<file path="src/rtl/counter_seq_ctrl.sv">
// ---------------------------------------------------------------------------
// counter_seq_ctrl
//
// Sequences an external up-counter through CLEAR / LOAD / RUN commands and
// checks that the counter follows the issued strobes.
//
// Ports
//   clk           : sole clock, all state changes on the rising edge
//   reset         : synchronous, active-high reset
//   cmd_valid     : command offered
//   cmd_ready     : command acceptable (controller idle)
//   cmd_op        : 00 CLEAR, 01 LOAD, 10 RUN, 11 reserved (accepted, no effect)
//   cmd_arg       : LOAD value or RUN cycle count
//   abort         : terminate an active RUN
//   cnt_value     : observed value of the controlled counter
//   cnt_clr       : one-cycle clear strobe to the counter
//   cnt_load      : one-cycle load strobe to the counter
//   cnt_load_val  : load data, valid while cnt_load is high
//   cnt_en        : counter increment enable
//   busy          : controller not idle
//   done          : one-cycle pulse at RUN completion or abort
//   aborted       : last RUN was ended by abort (held until next command)
//   run_remaining : enable cycles still to issue in the current RUN
//   mismatch      : sticky flag, counter diverged from the expected value
// ---------------------------------------------------------------------------
module counter_seq_ctrl #(
  parameter int WIDTH = 8
) (
  input  logic             clk,
  input  logic             reset,
  input  logic             cmd_valid,
  output logic             cmd_ready,
  input  logic [1:0]       cmd_op,
  input  logic [WIDTH-1:0] cmd_arg,
  input  logic             abort,
  input  logic [WIDTH-1:0] cnt_value,
  output logic             cnt_clr,
  output logic             cnt_load,
  output logic [WIDTH-1:0] cnt_load_val,
  output logic             cnt_en,
  output logic             busy,
  output logic             done,
  output logic             aborted,
  output logic [WIDTH-1:0] run_remaining,
  output logic             mismatch
);

  typedef enum logic [1:0] {
    S_IDLE = 2'b00,
    S_RUN  = 2'b01,
    S_DONE = 2'b10
  } state_t;

  localparam logic [1:0]       OP_CLEAR = 2'b00;
  localparam logic [1:0]       OP_LOAD  = 2'b01;
  localparam logic [1:0]       OP_RUN   = 2'b10;
  localparam logic [WIDTH-1:0] ZERO_C   = {WIDTH{1'b0}};
  localparam logic [WIDTH-1:0] ONE_C    = {{(WIDTH-1){1'b0}}, 1'b1};

  state_t           state_r, state_s;
  logic             cmd_ready_r, busy_r;
  logic             cnt_clr_r, cnt_clr_s;
  logic             cnt_load_r, cnt_load_s;
  logic [WIDTH-1:0] cnt_load_val_r, cnt_load_val_s;
  logic             cnt_en_r, cnt_en_s;
  logic             done_r, done_s;
  logic             aborted_r, aborted_s;
  logic [WIDTH-1:0] run_remaining_r, run_remaining_s;
  logic [WIDTH-1:0] exp_r, exp_s;
  logic             exp_valid_r, exp_valid_s;
  logic             mismatch_r, mismatch_s;
  logic             accept_s;
  logic             clear_accept_s;
  logic             diverged_s;

  assign accept_s       = cmd_valid && (state_r == S_IDLE);
  assign clear_accept_s = accept_s && (cmd_op == OP_CLEAR);

  // Next-state and strobe generation for the command FSM.
  always_comb begin
    state_s         = state_r;
    cnt_clr_s       = 1'b0;
    cnt_load_s      = 1'b0;
    cnt_load_val_s  = cnt_load_val_r;
    cnt_en_s        = 1'b0;
    done_s          = 1'b0;
    aborted_s       = aborted_r;
    run_remaining_s = run_remaining_r;
    case (state_r)
      S_IDLE: begin
        if (accept_s) begin
          aborted_s = 1'b0;
          case (cmd_op)
            OP_CLEAR: begin
              cnt_clr_s = 1'b1;
            end
            OP_LOAD: begin
              cnt_load_s     = 1'b1;
              cnt_load_val_s = cmd_arg;
            end
            OP_RUN: begin
              if (cmd_arg != ZERO_C) begin
                // The first enable cycle starts right after the accept edge.
                state_s         = S_RUN;
                cnt_en_s        = 1'b1;
                run_remaining_s = cmd_arg;
              end else begin
                state_s         = S_DONE;
                done_s          = 1'b1;
                run_remaining_s = ZERO_C;
              end
            end
            default: begin
              // Reserved opcode: accepted, nothing happens.
              state_s = S_IDLE;
            end
          endcase
        end else begin
          state_s = S_IDLE;
        end
      end
      S_RUN: begin
        if (abort) begin
          // The enable of the cycle ending at this edge still counts;
          // no further enables are issued.
          state_s         = S_DONE;
          done_s          = 1'b1;
          aborted_s       = 1'b1;
          run_remaining_s = ZERO_C;
        end else if (run_remaining_r == ONE_C) begin
          state_s         = S_DONE;
          done_s          = 1'b1;
          run_remaining_s = ZERO_C;
        end else begin
          cnt_en_s        = 1'b1;
          run_remaining_s = run_remaining_r - ONE_C;
        end
      end
      S_DONE: begin
        state_s         = S_IDLE;
        run_remaining_s = ZERO_C;
      end
      default: begin
        state_s         = S_IDLE;
        run_remaining_s = ZERO_C;
      end
    endcase
  end

  // Expected-value tracker follows the strobes exactly as the counter does.
  always_comb begin
    exp_s       = exp_r;
    exp_valid_s = exp_valid_r;
    if (cnt_clr_r) begin
      exp_s       = ZERO_C;
      exp_valid_s = 1'b1;
    end else if (cnt_load_r) begin
      exp_s       = cnt_load_val_r;
      exp_valid_s = 1'b1;
    end else if (cnt_en_r) begin
      exp_s = exp_r + ONE_C;
    end else begin
      exp_s = exp_r;
    end
  end

  // Divergence detection. During the clear strobe cycle both the counter and
  // the tracker are about to be forced to zero, so a stale difference there
  // must not re-arm the flag that the CLEAR just cleared.
  always_comb begin
    diverged_s = exp_valid_r && !cnt_clr_r && (cnt_value != exp_r);
    if (clear_accept_s) begin
      mismatch_s = 1'b0;
    end else if (diverged_s) begin
      mismatch_s = 1'b1;
    end else begin
      mismatch_s = mismatch_r;
    end
  end

  // State and output registers; reset dominates every other update.
  always_ff @(posedge clk) begin
    if (reset) begin
      state_r         <= S_IDLE;
      cmd_ready_r     <= 1'b1;
      busy_r          <= 1'b0;
      cnt_clr_r       <= 1'b0;
      cnt_load_r      <= 1'b0;
      cnt_load_val_r  <= ZERO_C;
      cnt_en_r        <= 1'b0;
      done_r          <= 1'b0;
      aborted_r       <= 1'b0;
      run_remaining_r <= ZERO_C;
      exp_r           <= ZERO_C;
      exp_valid_r     <= 1'b0;
      mismatch_r      <= 1'b0;
    end else begin
      state_r         <= state_s;
      cmd_ready_r     <= (state_s == S_IDLE);
      busy_r          <= (state_s != S_IDLE);
      cnt_clr_r       <= cnt_clr_s;
      cnt_load_r      <= cnt_load_s;
      cnt_load_val_r  <= cnt_load_val_s;
      cnt_en_r        <= cnt_en_s;
      done_r          <= done_s;
      aborted_r       <= aborted_s;
      run_remaining_r <= run_remaining_s;
      exp_r           <= exp_s;
      exp_valid_r     <= exp_valid_s;
      mismatch_r      <= mismatch_s;
    end
  end

  assign cmd_ready     = cmd_ready_r;
  assign busy          = busy_r;
  assign cnt_clr       = cnt_clr_r;
  assign cnt_load      = cnt_load_r;
  assign cnt_load_val  = cnt_load_val_r;
  assign cnt_en        = cnt_en_r;
  assign done          = done_r;
  assign aborted       = aborted_r;
  assign run_remaining = run_remaining_r;
  assign mismatch      = mismatch_r;

  counter_seq_ctrl_chk u_chk (
    .clk       (clk),
    .reset     (reset),
    .cmd_ready (cmd_ready_r),
    .busy      (busy_r),
    .cnt_clr   (cnt_clr_r),
    .cnt_load  (cnt_load_r),
    .cnt_en    (cnt_en_r),
    .done      (done_r)
  );

endmodule

// ---------------------------------------------------------------------------
// counter_seq_ctrl_chk
//
// Structural invariants of the controller outputs.
//
// Ports
//   clk, reset                    : clock and synchronous reset of the parent
//   cmd_ready, busy               : handshake / activity outputs
//   cnt_clr, cnt_load, cnt_en     : counter strobes
//   done                          : completion pulse
// ---------------------------------------------------------------------------
module counter_seq_ctrl_chk (
  input logic clk,
  input logic reset,
  input logic cmd_ready,
  input logic busy,
  input logic cnt_clr,
  input logic cnt_load,
  input logic cnt_en,
  input logic done
);

  a_strobes_exclusive : assert property (
    @(posedge clk) disable iff (reset) $onehot0({cnt_clr, cnt_load, cnt_en}));

  a_ready_is_not_busy : assert property (
    @(posedge clk) disable iff (reset) (cmd_ready == !busy));

  a_done_without_enable : assert property (
    @(posedge clk) disable iff (reset) (done |-> !cnt_en));

  a_done_single_cycle : assert property (
    @(posedge clk) disable iff (reset) (done |=> !done));

endmodule

</file>
<file path="config.mk">
export PLATFORM = sky130hd
export DESIGN_NAME = counter_seq_ctrl
export DESIGN_NICKNAME = d
export VERILOG_FILES = /design/src/rtl/counter_seq_ctrl.sv
export SDC_FILE = /design/constraint.sdc
export NUM_CORES = 1
export LEC_CHECK = 0
export ABC_AREA = 1
export CORE_MARGIN = 2
export CORE_UTILIZATION = 42
export DETAILED_ROUTE_END_ITERATION = 12
export GPL_TIMING_DRIVEN = 0
export PLACE_DENSITY_LB_ADDON = 0.08
export REMOVE_ABC_BUFFERS = 1
export SYNTH_ARGS = -nofsm -noshare
export SYNTH_HDL_FRONTEND = slang
export SYNTH_SLANG_ARGS = --single-unit
</file>
<file path="constraint.sdc">
create_clock -name clk -period 2.3 [get_ports clk]
set_input_delay 0.575 -clock clk [delete_from_list [all_inputs] [get_ports clk]]
set_output_delay 0.575 -clock clk [all_outputs]
set_load 0.005 [all_outputs]
</file>
# == After elaboration in Yosys (flattened, before gate mapping) ==
# Index checks and enable logic that the tools add are counted.
# word_totals
register_bits,35
word_cells,78
# classes
addsub,2
n_eq_ne,8
muxes,33
bitwise,2
reduce_logical,20
# op_table
cell,n
two-way mux 8 bit,7
two-way mux 1 bit,16
case mux 8 bit (2 select lines),1
"adder 8 x 1 -> 8 bit, second input constant",1
"equality test 8 x 1 -> 1 bit, second input constant",1
two-way mux 2 bit,4
!= test 8 bit,1
case mux 2 bit (2 select lines),2
nonzero test 2 bit,4
nonzero test 8 bit,1
"subtractor 8 x 1 -> 8 bit, second input constant",1
logical NOT 2 bit,3
case mux 1 bit (2 select lines),3
AND reduction 3 bit,2
OR reduction 2 bit,3
"equality test 2 x 1 -> 1 bit, second input constant",2
logical AND 1 bit,4
"!= test 2 bit, second input constant",2
OR reduction 3 bit,1
"equality test 2 bit, second input constant",1
"!= test 2 x 1 -> 1 bit, second input constant",1
NOT 1 bit,2
AND reduction 2 bit,1
logical NOT 1 bit,1

# == Logic depth before layout (Yosys ltp) ==
# logic_depth
word_depth,6
depth_mapped,11

# == Worst setup path before layout ==
# OpenSTA, ideal clock, no wires.
# synth_path
kind,input to register
from,in cmd_op[1]
to,reg run_remaining_r[1] (netlist: run_remaining[1])
setup_time_ps,120
arrival_time_ps,1160
setup_slack_ps,1020
path_stages,6
n_path_buf,0
cell_sequence,inv_1 > nor2_4 > a21oi_4 > inv_2 > o21ai_1 > a21oi_1
# synth_between
elab_chain_cells,3
# synth_lines
item,line_no,text
start: declaration,33,"input logic [1:0] cmd_op,"
equality test 2 bit,93,case (cmd_op)
!= test 2 x 1 -> 1 bit (no line),n/a,
AND reduction 2 bit (no line),n/a,
end signal: assignment,207,run_remaining_r <= run_remaining_s;
end: declaration,68,"logic [WIDTH-1:0] run_remaining_r, run_remaining_s;"
# Every way passes these cells.
# A chain may end at the register's enable or synchronous reset.

# == Worst setup path after layout ==
# layout_path
from,reg cnt_load_r (netlist: cnt_load)
to,out cnt_load
# layout_lines
item,line_no,text
start: declaration,63,"logic cnt_load_r, cnt_load_s;"
start signal: assignment,202,cnt_load_r <= cnt_load_s;
end: declaration,38,"output logic cnt_load,"
# No word-level cell between the ends.

==> metrics <==
worst r2r src state_r[1]$_SDFF_PP0_; share of the synthesized area in the top cell type 38.23%; crit path capture type output port; Initial Util 42.99%; synthesized area per cell 6.840 um2; Worst R2R End run_remaining[5]$_SDFFE_PP0P_; setup ws final 337.7 ps; Final Util 57.39%; initial antenna violation count 0; clk slew on worst S/H paths 80 ps; drt via density 4.727; Slew Viols, Final 0; WP buf/inv 1; final number of setup-violating endpoints 0; # nets final 342; cts bufs inserted 5; Root Driver clkbuf_8; ant diodes 0; largest net degree at the start of global routing 19; Yosys Warn Count 0; Slew headroom 53.79%; synthesis-to-layout area growth 33.52%; pwr dens 599.8 nW/um2; post-route ant nets 0; cells along the critical path clkdlybuf4s50_1; prevailing post-synth register cell dfxtp_1; slowest stage delay, CP 570 ps; Avg WL per Cell 11.65 um; GRT overflow 0; Gate Count Post-Synth 268; Setup CP Type flip-flop to output port; Crit. path cell count 1; share of cells above drive strength 1 7.547%; # H-tree levels 2; CTS Hold Bufs 0; Synth cell types 27; # IOs 46; row cnt 24; Die X 70.06 um; post-place setup slack 27.44 ps; min cycle time layout 1962 ps; PostCTS Resize Cnt 0; IO buf count 45; worst skew pair latency 290 ps; CP required 1730 ps; Final HPWL DP 3.306 mm; P_leak 1.037 nW; Crit path arrival time 1390 ps; Worst Tran Pin Value 691.0 ps; Worst R2R Path Depth 6; #FFs+latches synth 35; final wirelength 4.309 mm; gpl congestion 0.8655; via count 1749; Die ar. 4908 um2; final hold violations 0; Initial DRT Pass Iterations 4; Peak VDD IR 327.7 uV; first-pass GRT wire length 7.403 mm; GRT Overall Usage 18.75%; clk buf depth 2; period utilization 85.32%; Core Footprint 4264 um2; largest cells by area after synthesis dfxtp_1 (38%), nand2_1 (13%), nor2_1 (9.4%), a21oi_1 (6.0%), inv_1 (5.7%); vias in the first global route 1626; unrepaired setup endpoints after global routing no; Post-CTS Setup Bufs 0; # DRC 0; Hold/Removal Path Class flip-flop to flip-flop; CTS tree built; crit path launch cnt_load$_SDFF_PP0_; Seq/Total Area, Yosys 38.23%; skew final 5.679 ps; Worst Setup EP cnt_load; EDFF count, synth 0; status completed; die height 70.06 um; Sink Count 35; crit path max-delay cell type clkdlybuf4s50_1; Yosys top cell by area dfxtp_1; Iteration-0 DRC Markers 40; ys async rst share 0%; crit path max fanout 10; Final TNS setup 0 ps; Fmax 509.6 MHz; FF-to-FF setup slack 880 ps; cell family with most CP delay buffers and inverters; critical path startpoint category flip-flop; max capacitance violation total 0; synthesized cell area 1833 um2
## cell families (layout without fill, tap and decap cells)
family	count (synthesis)	after routing	synth area share, %
AOI/OAI and AO/OA	48	48	14.20
xor gates and xnor gates	13	13	6.212
adders and majority gates	3	3	2.048
buffers and inverters	37	87	7.850
DFF	35	35	38.23
and+or+nand+nor	132	132	31.47
## worst reg2reg max path, stage by stage, from the launching register on
cell	delay (ps)
dfxtp_1	340
nor2_4	270
inv_2	70
a21oi_4	250
inv_2	170
nand2_1	120
a21oi_1	60
## metrics by stage
step                cells  power (W)  hold slack, ps  area [um2]
global route          370   0.001563           491.1        2447
global placement      362  0.0009287           440.2        2335
CTS                   370   0.001486           456.1        2447
finish                370   0.001468           450.7        2447
detailed placement    362  0.0009301           444.0        2335
floorplan             265  0.0008082           442.1        1819
## sequential cells by signal, summed over array words and instances, names as in the netlist, 2 cells and up
register,cells
cnt_load_val,8
exp_r,8
run_remaining,8
state_r,2
## final cells by class
type | count | area, um2
Clock buffer | 5 | 68.82
Clock inverter | 3 | 43.79
Fill cell | 423 | 1817
Inverter | 34 | 130.1
Multi-Input combinational cell | 196 | 988.4
Sequential cell | 35 | 700.7
Tap cell | 52 | 65.06
Timing Repair Buffer | 45 | 450.4
## worst min-delay path by stage
stage,to,from,cells past startpoint,slack [ps]
2_1_floorplan,mismatch$_SDFFE_PP0P_,mismatch$_SDFFE_PP0P_,2,440
3_3_place_gp,mismatch$_SDFFE_PP0P_,mismatch$_SDFFE_PP0P_,2,440
3_5_place_dp,mismatch$_SDFFE_PP0P_,mismatch$_SDFFE_PP0P_,2,440
4_1_cts,mismatch$_SDFFE_PP0P_,mismatch$_SDFFE_PP0P_,2,460
5_1_grt,mismatch$_SDFFE_PP0P_,mismatch$_SDFFE_PP0P_,2,490
6_report,mismatch$_SDFFE_PP0P_,mismatch$_SDFFE_PP0P_,2,450
## per-layer routing
metal,share of wire (%),vias to the layer above,track usage (%)
met4,0.79,0,6.410
met5,0,-,0
met1,45,770,21.96
met3,4.9,3,4.906
li1,-,938,-
met2,50,38,33.02
## layout by cell type, fill, tap and decap left out, drive strengths merged
cell and instances:
a21oi 23, xor2 8, a22oi 2, o21ai 22, nand3 12, nand4 1
nand2 64, dfxtp 35, clkinv 2, ha 3, nor2 48, or2 3
clkdlybuf4s50 45, inv 34, nand3b 1, clkbuf 5, nor3 3, xnor2 5
bufinv 1, a22o 1
## power by group
group | switching, W | internal, W | total (W)
logic | 0.000126 | 0.000128 | 0.000254
registers | 0.0000285 | 0.000633 | 0.000661
clock network | 0.000230 | 0.000323 | 0.000553
## cells in the mapped netlist, types with 2 or more instances
cell type,number
o21ai_1,7
nand3_1,11
a21oi_1,22
xnor2_1,5
ha_1,3
buf_2,2
a22oi_1,2
o21ai_0,15
inv_1,28
nor3_1,2
nand2_1,62
nor2_1,46
inv_2,5
nor2_4,2
xor2_1,8
dfxtp_1,35
or2_2,3
Power figures use the tool's default switching activity.
==> RTL edit: new RTL, same flow settings <==
Reset style: asynchronous (`reset`), changed in one clocked block. Comments in the files are not updated.
--- a/src/rtl/counter_seq_ctrl.sv
+++ b/src/rtl/counter_seq_ctrl.sv
@@ -181,3 +181,3 @@
   // State and output registers; reset dominates every other update.
-  always_ff @(posedge clk) begin
+  always_ff @(posedge clk or posedge reset) begin
     if (reset) begin
Function: differs if reset is asserted again (counterexample within 4 cycles, from zero or initial values and one cycle with reset high); with reset held inactive, the same outputs for 10 cycles.
==> RTL edit against the original RTL <==
- worst setup slack got worse by 64 ps
- worst hold slack better by 9.2 ps
- register-to-register slack worse by 120 ps
- area after synthesis increased by 4.9%
- routed wire length rose by 0.81%
- sequential cell count unchanged
- via count shrank 5.5%
- design area rose by 4.4%
- highest routed layer unchanged
Power is not compared: it rests on default switching activity, and its combinational part moved more than twofold at a synthesized area within 25%.
==> RTL edit: results (changes against the original RTL) <==
* Status: complete, no violations
* Length in cells of the worst reg-to-reg path at 7 (+1)
* Number of distinct library cells after synthesis at 28 (+3.7%)
* # fillers at 448 (+5.9%)
* Total GRT Usage at 0.181 (-0.00631)
* Post-synthesis mux area share at 0.00520 (+0.00520)
* Max incr delay on CP at 590 ps (+20 ps)
* Vias at 1652 (-5.5%)
* Syn Inst Count at 244 (-9.0%)
* Gpl congestion at 0.899 (+3.8%)
* CP delay by family, top: flip-flops
* Setup WS pre-CTS at 242 ps (+215 ps)
* Synth top area cells: dfrtp_1 44%, nand2_1 13%, inv_1 6.4%
* HP Start: exp_valid_r$_DFFE_PP0P_
* XOR/XNOR share of the synthesized area at 0.0638 (+0.00164)
* Final WS setup at 274 ps (-63.6 ps)
* Wl on met1 at 2000 um (+4.2%)
* Worst hold margin at 460 ps (+9.22 ps)
* DRT iter0 DRCs at 89 (+120%)
* Placement Cell Area at 2440 um2 (+4.7%)
* Hold EP: exp_valid_r$_DFFE_PP0P_
* Post-Route Skew at 8.17 ps (+2.49 ps)
* DR WL met3 at 208 um (-0.95%)
* Worst r2r dst: exp_r[2]$_DFFE_PP0P_
* Largest net degree at the start of global routing at 23 (+4)
* Final Net Count at 320 (-6.4%)
* Area share of fa/ha/maj cells after synthesis at 0.0195 (-0.000959)
* Commonest cells in the netlist: 69 x nand2_1, 34 x dfrtp_1, 33 x inv_1, 22 x nor2_1, 15 x o21ai_1
* DR WL met2 at 2080 um (-2.8%)
* Via density at 4.75 (+0.43%)
* HPWL Detailed at 3270 um (-1.0%)
* Fraction of layout cells with a size suffix above 1 at 0.0709 (-0.00453)
* Critical Path Slowest Stage Cell: dfrtp_1
* Seq/Total Area, Yosys at 0.456 (+0.0738)
* RR Startpoint: cnt_load$_DFF_PP0_
* Placed Cells incl. Taps at 340 (-6.1%)
* Vias in the first global route at 1532 (-5.8%)
* Top FF cell, synth: dfrtp_1
* First-pass GRT wire length at 7220 um (-2.5%)
* Final wirelength at 4340 um (+0.81%)
* Register-to-Register Setup Slack at 760 ps (-120 ps)
* CP Max Fanout at 11 (+1)
RTL edit: cell types whose count changed after synthesis, moves of 7 or more:
cell / change
nand2_1: +7
dfrtp_1: +34
nor2_1: -24
dfxtp_1: -35
a21oi_1: -18
o21ai_1: +8
RTL edit: final cells by class:
cell class                 count  area [um2]  area share
multi-input combinational    172         892       0.349
sequential                    35         877       0.343
timing repair buffer          46         478       0.187
inverter                      35         131      0.0514
clock buffer                   5        68.8      0.0269
tap                           52        65.1      0.0255
clock inverter                 3        43.8      0.0171
RTL edit: where the power goes:
part	switching, uW	internal [uW]	total, uW
sequential	180	780	960
combinational	412	452	864
clock	235	323	558
RTL edit: per-layer routing:
layer,GRT usage,vias to the layer above
li1,-,871
met3,0.0436,7
met4,0.0503,0
met1,0.244,738
met2,0.293,36
met5,0,-
